`config.mk`:
```
export PLATFORM = sky130hd
export DESIGN_NAME = div_f_ctrl
export DESIGN_NICKNAME = d
export VERILOG_FILES = /design/src/rtl/div_f_ctrl_pkg.sv /design/src/rtl/div_f_rr_arb2.sv /design/src/rtl/div_f_ctrl.sv
export SDC_FILE = /design/constraint.sdc
export NUM_CORES = 1
export LEC_CHECK = 0
export ABC_AREA = 1
export CAP_MARGIN = 20
export CORE_AREA = 2 2 88 48
export CTS_BUF_LIST = sky130_fd_sc_hd__clkbuf_8
export CTS_CLUSTER_SIZE = 8
export DETAILED_ROUTE_END_ITERATION = 7
export DIE_AREA = 0 0 90 50
export PLACE_DENSITY = 0.89
export SLEW_MARGIN = 5
export SYNTH_ARGS = -nofsm -noshare
export SYNTH_HDL_FRONTEND = slang
export SYNTH_HIERARCHICAL = 1
export SYNTH_SLANG_ARGS = --single-unit
```
`constraint.sdc`:
```
create_clock -name clk -period 2.7 [get_ports clk]
set_input_delay 0.675 -clock clk [delete_from_list [all_inputs] [get_ports clk]]
set_output_delay 0.675 -clock clk [all_outputs]
set_load 0.02 [all_outputs]
```
`src/rtl/div_f_ctrl_pkg.sv`:
```
// div_f_ctrl shared types: FSM encoding,
// default widths and round-robin pick helper.
package div_f_ctrl_pkg;

  localparam int WIDTH_DEF     = 8;
  localparam int RES_WIDTH_DEF = 8;

  typedef enum logic [1:0] {
    DIV_F_CTRL_IDLE = 2'd0,
    DIV_F_CTRL_LOAD = 2'd1,
    DIV_F_CTRL_ITER = 2'd2,
    DIV_F_CTRL_RESP = 2'd3
  } state_t;

  function automatic logic [1:0] rr_pick(
    input logic [1:0] valid,
    input logic       last
  );
    logic [1:0] g;
    g = 2'b00;
    case (valid)
      2'b01:   g = 2'b01;
      2'b10:   g = 2'b10;
      2'b11:   g = last ? 2'b01 : 2'b10;
      default: g = 2'b00;
    endcase
    return g;
  endfunction

endpackage

```
`src/rtl/div_f_rr_arb2.sv`:
```
// div_f_rr_arb2: two-way round-robin grant.
// Pointer holds the last granted port.
module div_f_rr_arb2
  import div_f_ctrl_pkg::*;
(
  input  logic       clk,
  input  logic       rst_n,
  input  logic [1:0] valid,
  input  logic       en,
  output logic [1:0] grant
);

  logic last_q;

  assign grant = en ? rr_pick(valid, last_q)
                    : 2'b00;

  // remember winner so the other port wins next tie
  always_ff @(posedge clk or negedge rst_n) begin
    if (!rst_n) begin
      last_q <= 1'b1;
    end else if (|grant) begin
      last_q <= grant[1];
    end
  end

endmodule

```
`src/rtl/div_f_ctrl.sv`:
```
// div_f_ctrl: sequencer/arbiter for div_f_core.
// Option macro: DIV_F_CTRL_DBZ_EN (zero-divisor bypass).
module div_f_ctrl
  import div_f_ctrl_pkg::*;
#(
  parameter int WIDTH     = WIDTH_DEF,
  parameter int RES_WIDTH = RES_WIDTH_DEF
) (
  input  logic                 clk,
  input  logic                 rst_n,
  input  logic [1:0]           req_valid,
  output logic [1:0]           req_ready,
  input  logic [2*WIDTH-1:0]   req_dividend,
  input  logic [2*WIDTH-1:0]   req_divisor,
  output logic                 rsp_valid,
  input  logic                 rsp_ready,
  output logic                 rsp_id,
  output logic [RES_WIDTH-1:0] rsp_quo,
  output logic                 rsp_dbz,
  output logic                 busy,
  output logic                 core_rst,
  output logic [2*WIDTH-1:0]   core_init_val,
  output logic                 core_ld,
  output logic                 core_sl,
  input  logic                 core_done,
  input  logic [RES_WIDTH-1:0] core_res
);

  state_t               state;
  logic [WIDTH-1:0]     dividend_q;
  logic [WIDTH-1:0]     divisor_q;
  logic                 id_q;
  logic [RES_WIDTH-1:0] quo_q;
  logic [1:0]           grant;
  logic                 take;
  logic [WIDTH-1:0]     sel_dvd;
  logic [WIDTH-1:0]     sel_dvs;

  div_f_rr_arb2 u_arb (
    .clk   (clk),
    .rst_n (rst_n),
    .valid (req_valid),
    .en    (state == DIV_F_CTRL_IDLE),
    .grant (grant)
  );

  assign take      = |grant;
  assign req_ready = grant;

  assign sel_dvd = grant[1]
    ? req_dividend[WIDTH +: WIDTH]
    : req_dividend[0 +: WIDTH];
  assign sel_dvs = grant[1]
    ? req_divisor[WIDTH +: WIDTH]
    : req_divisor[0 +: WIDTH];

  assign core_rst      = ~rst_n;
  assign core_init_val = {dividend_q, divisor_q};
  assign rsp_id        = id_q;
  assign rsp_quo       = quo_q;

`ifdef DIV_F_CTRL_DBZ_EN
  logic dbz_q;
  assign rsp_dbz = dbz_q;

  // divide-by-zero flag, set only on the bypass path
  always_ff @(posedge clk or negedge rst_n) begin
    if (!rst_n) begin
      dbz_q <= 1'b0;
    end else if (take) begin
      dbz_q <= (sel_dvs == '0);
    end
  end
`else
  assign rsp_dbz = 1'b0;
`endif

  // main sequencer; operands held from grant to handshake
  always_ff @(posedge clk or negedge rst_n) begin
    if (!rst_n) begin
      state      <= DIV_F_CTRL_IDLE;
      dividend_q <= '0;
      divisor_q  <= '0;
      id_q       <= 1'b0;
      quo_q      <= '0;
      rsp_valid  <= 1'b0;
      busy       <= 1'b0;
      core_ld    <= 1'b0;
      core_sl    <= 1'b0;
    end else begin
      unique case (state)
        DIV_F_CTRL_IDLE: begin
          if (take) begin
            dividend_q <= sel_dvd;
            divisor_q  <= sel_dvs;
            id_q       <= grant[1];
            busy       <= 1'b1;
`ifdef DIV_F_CTRL_DBZ_EN
            if (sel_dvs == '0) begin
              quo_q     <= '1;
              rsp_valid <= 1'b1;
              state     <= DIV_F_CTRL_RESP;
            end else begin
              core_ld <= 1'b1;
              state   <= DIV_F_CTRL_LOAD;
            end
`else
            core_ld <= 1'b1;
            state   <= DIV_F_CTRL_LOAD;
`endif
          end
        end
        DIV_F_CTRL_LOAD: begin
          core_ld <= 1'b0;
          core_sl <= 1'b1;
          state   <= DIV_F_CTRL_ITER;
        end
        DIV_F_CTRL_ITER: begin
          if (core_done) begin
            core_sl   <= 1'b0;
            quo_q     <= core_res;
            rsp_valid <= 1'b1;
            state     <= DIV_F_CTRL_RESP;
          end
        end
        DIV_F_CTRL_RESP: begin
          if (rsp_ready) begin
            rsp_valid <= 1'b0;
            busy      <= 1'b0;
            state     <= DIV_F_CTRL_IDLE;
          end
        end
        default: state <= DIV_F_CTRL_IDLE;
      endcase
    end
  end

endmodule
```
# After elaboration in Yosys (flattened, before gate mapping)
# Cells that the tools add are included.
# word_totals
ff_bits,32
latch_bits,0
mem_bits_rw,0
romBits,0
in_bits,46
out_inout_bits,33
wordCells,50
n_memories,0
# op_classes
n_addsub,0
mul,0
div_mod_pow,0
magnitude_cmp,0
eq_ne,9
shift,0
muxes,17
bitwise_logic,1
n_reduce_logical,13
# ops
op,count
$mux W8,2
$mux W2,5
$reduce_and A3 Y1,3
$eq A2 B2 Y1 const B,4
$pmux W1 S2,4
$pmux W2 S4,1
$reduce_and A2 Y1,4
$reduce_bool A2 Y1,4
$ne A2 B2 Y1 const B,3
$pmux W2 S3,1
$eq A2 B1 Y1 const B,2
$mux W1,4
$logic_not A2 Y1,1
$reduce_or A2 Y1,1
$not A1 Y1,1

# Logic depth before layout (Yosys ltp)
# depth
ltp_word,6
mapped_depth,13
ltp_nobuf,11

# Cells and area by module
# The synthesis kept the hierarchy.
# modules_own_cells
mod,n_inst,cells_per_inst,area_each_um2,seq_area_each_um2
div_f_ctrl,1,205,1546.5,775.7
div_f_rr_arb2,1,11,65.1,26.3

# Worst setup path before layout
# Ideal clock, no wire load.
# synth_path
kind,flip-flop to output port
start,reg state[0]
end,out req_ready[0]
t_arrival_ps,1247
required_ps,2025
path_slack_ps,778
stages_incl_launch_ff,5
n_path_buf,0
cell_sequence,dfrtp_1 inv_1 ha_1 nand2_1 a21oi_1
# synth_between
elab_chain_len,2
# synth_lines
element,line_no,rtl
"start, declared",div_f_ctrl.sv:29,state_t state;
"start signal, assigned",div_f_ctrl.sv:81,state <= DIV_F_CTRL_IDLE;
"start signal, assigned",div_f_ctrl.sv:109,state <= DIV_F_CTRL_LOAD;
"start signal, assigned",div_f_ctrl.sv:116,state <= DIV_F_CTRL_ITER;
$logic_not A2 Y1,div_f_ctrl.sv:43,".en (state == DIV_F_CTRL_IDLE),"
$mux W2,div_f_rr_arb2.sv:15,"assign grant = en ? rr_pick(valid, last_q)"
"end, declared",div_f_ctrl.sv:12,"output logic [1:0] req_ready,"
# Every way passes these cells.

# Worst setup path after layout
# layout_path
start,in rst_n
end,out core_rst
# layout_between
elab_chain_len,1
# layout_lines
element,line_no,rtl
"start, declared",div_f_ctrl.sv:10,"input logic rst_n,"
$not A1 Y1,div_f_ctrl.sv:57,assign core_rst = ~rst_n;
"end, declared",div_f_ctrl.sv:21,"output logic core_rst,"
# Every way passes these cells.

==> impl_metrics.toml <==
[outcome]
status = "finished, final reports clean"

[sta]
hold_viol_final = 0
setup_viol = 0
fin_ws_ps = 227.6
grt_setup_unrepaired = "false"
drv_slew = 0
fin_skew_ps = 1.855
fin_tns_setup_ps = 0
max_freq_mhz = 404.5
period_needed_ps = 2472
fin_crit_sh_pct = 91.57

[global_route]
grt_use_total_pct = 19.87
grt_max_degree = 33
grt_pass1_wl_microns = 7024
grt_overflow = 0
grt_antenna_before_repair = 0
grt_pass1_vias = 1551

[synthesis]
synth_area_per_cell_sq_um = 7.461
yosys_warnings = 6
yosys-top-cells-area = "dfrtp_1, nand2_1, ha_1"
syn_area_sq_um = 1612
ys_seq_area_share_pct = 49.77
yosysUniqueCellTypes = 22
synth_top_cell_area_share_pct = 48.14
ys_ff_latch = 32
syn_nets = 267
yosys.area.top_type = "dfrtp_1"
postSynthCellCount = 216

[run]
drv_cap = 0

[clock_network]
root_buffer = "clkbuf_8"
cts_num_sinks = 32
ctsHtreeMaxLevel = 2
cts_tree = "done"
clockBufferDepth = 2
clk_pin_slew_ps = 60
clock_latency_ps = 280
cts_buffers = 5

[routing]
wirelength_microns = 4027
via_per_inst = 4.460
post-route-drc-count = 0
drt-initial-drc-count = 60
drt_first_pass_iters = 4
wl_per_cell_microns = 11.44
ant_nets = 0
num_vias = 1570

[setup_path]
worst-r2r-setup-slack_ps = 670
crit_type = "in -> out"
r2r_start = "state[0]"
critPathMaxFanout = 2
arrival_ps = 1800
crit_path_end_kind = "output port"
reg2reg_depth = 12
required_ps = 2030
cp-start-kind = "input port"
r2r_end = "rsp_id"

[placement]
pre_cts_ws_ps = -43.63
dp_hpwl_microns = 3121
routabilityCongestion = 0.7924
postPlaceCellArea_sq_um = 2422
port_buffers = 77

[cells_and_area]
final_common_cell = "nand2_1"
n_fill_cell = 329
nets = 348
antenna_cells = 0
syn2layout_area_growth_pct = 55.98
seq_area_sq_um = 802.0
design_area_sq_um = 2514
most-common-layout-cells = "nand2_1, clkdlybuf4s50_1, dfrtp_1, inv_1, clkbuf_8"
multi_input_area_sq_um = 698.2
utilization_pct = 67.51
drive_above_1_share_pct = 5.034

[power_and_ir_drop]
p_leak_nw = 1.343
p_total_mw = 2.657
p_per_area_nw_per_um2 = 1057
vdd_drop_max_mv = 0.4076

[floorplan]
ios = 79
core.rowCount = 16
die_h_microns = 50
start_util_pct = 43.28
die-area_sq_um = 4500
coreArea_sq_um = 3724
fp.dieW_microns = 90

[worst_hold_path]
hold_path.class = "reg -> reg"
holdPathStages = 2
worstHoldStart = "divisor_q[3]"
hold_end = "divisor_q[3]"
## sequential cells by signal, summed over array words and instances, names as in the netlist
| register | count |
|---|---|
| core_ld | 1 |
| rsp_quo | 8 |
| rsp_valid | 1 |
| state | 2 |
| core_sl | 1 |
| busy | 1 |
| divisor_q | 8 |
| dividend_q | 8 |
| u_arb/last_q | 1 |
| rsp_id | 1 |
## report_power, final
group / switching, mW / internal (mW) / total, mW
Combinational: 0.809 / 0.629 / 1.44
Clock: 0.164 / 0.200 / 0.363
Sequential: 0.142 / 0.714 / 0.856
## routing by layer
layer	vias to the layer above	global-route usage, %	part of all wire (%)
li1	804	-	-
met1	709	24.93	48
met2	50	33.33	43
met3	7	6.575	7.3
met4	0	5.385	1.1
met5	-	0	0
## layout make-up
| class | instances | share of cell area [%] |
|---|---|---|
| clock buffers | 6 | 3.285 |
| inverters | 15 | 2.439 |
| clock inverters | 2 | 0.2987 |
| well taps | 54 | 2.688 |
| repair buffers | 80 | 31.61 |
| flip-flops and latches | 32 | 31.91 |
| multi-input cells | 163 | 27.78 |
## logic make-up after synthesis
| group | after synthesis | share of synthesized area [%] |
|---|---|---|
| simple gates | 152 | 37.50 |
| fa+ha+maj | 5 | 3.882 |
| buf+inv | 21 | 6.909 |
| flops | 32 | 49.77 |
| compound gates | 5 | 1.708 |
| other cells | 1 | 0.2327 |
## worst max-delay path, cell delays in order
cell	delay [ps]
clkdlybuf4s50_1	440
inv_1	70
clkdlybuf4s50_1	610
## stage by stage
step | hold WS [ps] | cells
finish | 466.9 | 352
global route | 499.3 | 352
CTS | 473.2 | 352
detailed placement | 457.7 | 344
global placement | 454.9 | 344
floorplan | 379.4 | 216
## cell usage after synthesis
master,count
nand3_1,2
o21ai_1,1
a21oi_1,2
nand2_2,1
ha_1,5
o211ai_1,1
nand4_1,2
conb_1,1
buf_2,1
buf_4,3
dfstp_2,1
nand2_1,144
nor2_1,1
inv_2,1
buf_6,2
nor2_8,1
nor2_4,1
inv_1,12
dfrtp_1,31
clkinv_1,1
inv_6,1
o21ai_0,1
## worst max path at each step
stage                  from      endpoint  slack (ps)  depth (start not counted)
2_1_floorplan      state[0]  req_ready[0]         780                          4
3_3_place_gp   req_valid[0]  req_ready[0]          40                          4
3_5_place_dp   req_valid[0]  req_ready[0]         -40                          4
4_1_cts        req_valid[1]  req_ready[1]          20                          6
5_1_grt        req_valid[0]  req_ready[0]         160                          4
6_report              rst_n      core_rst         230                          3
## repair_timing
action,4_1_cts,5_1_grt
pin swaps,0,0
setup endpoints to repair,1,1
hold buffers,0,0
buffers inserted,0,0
endpoints found under the hold margin,0,0
gates resized for setup,1,1
Note: power is estimated with default switching activity, not from simulation.
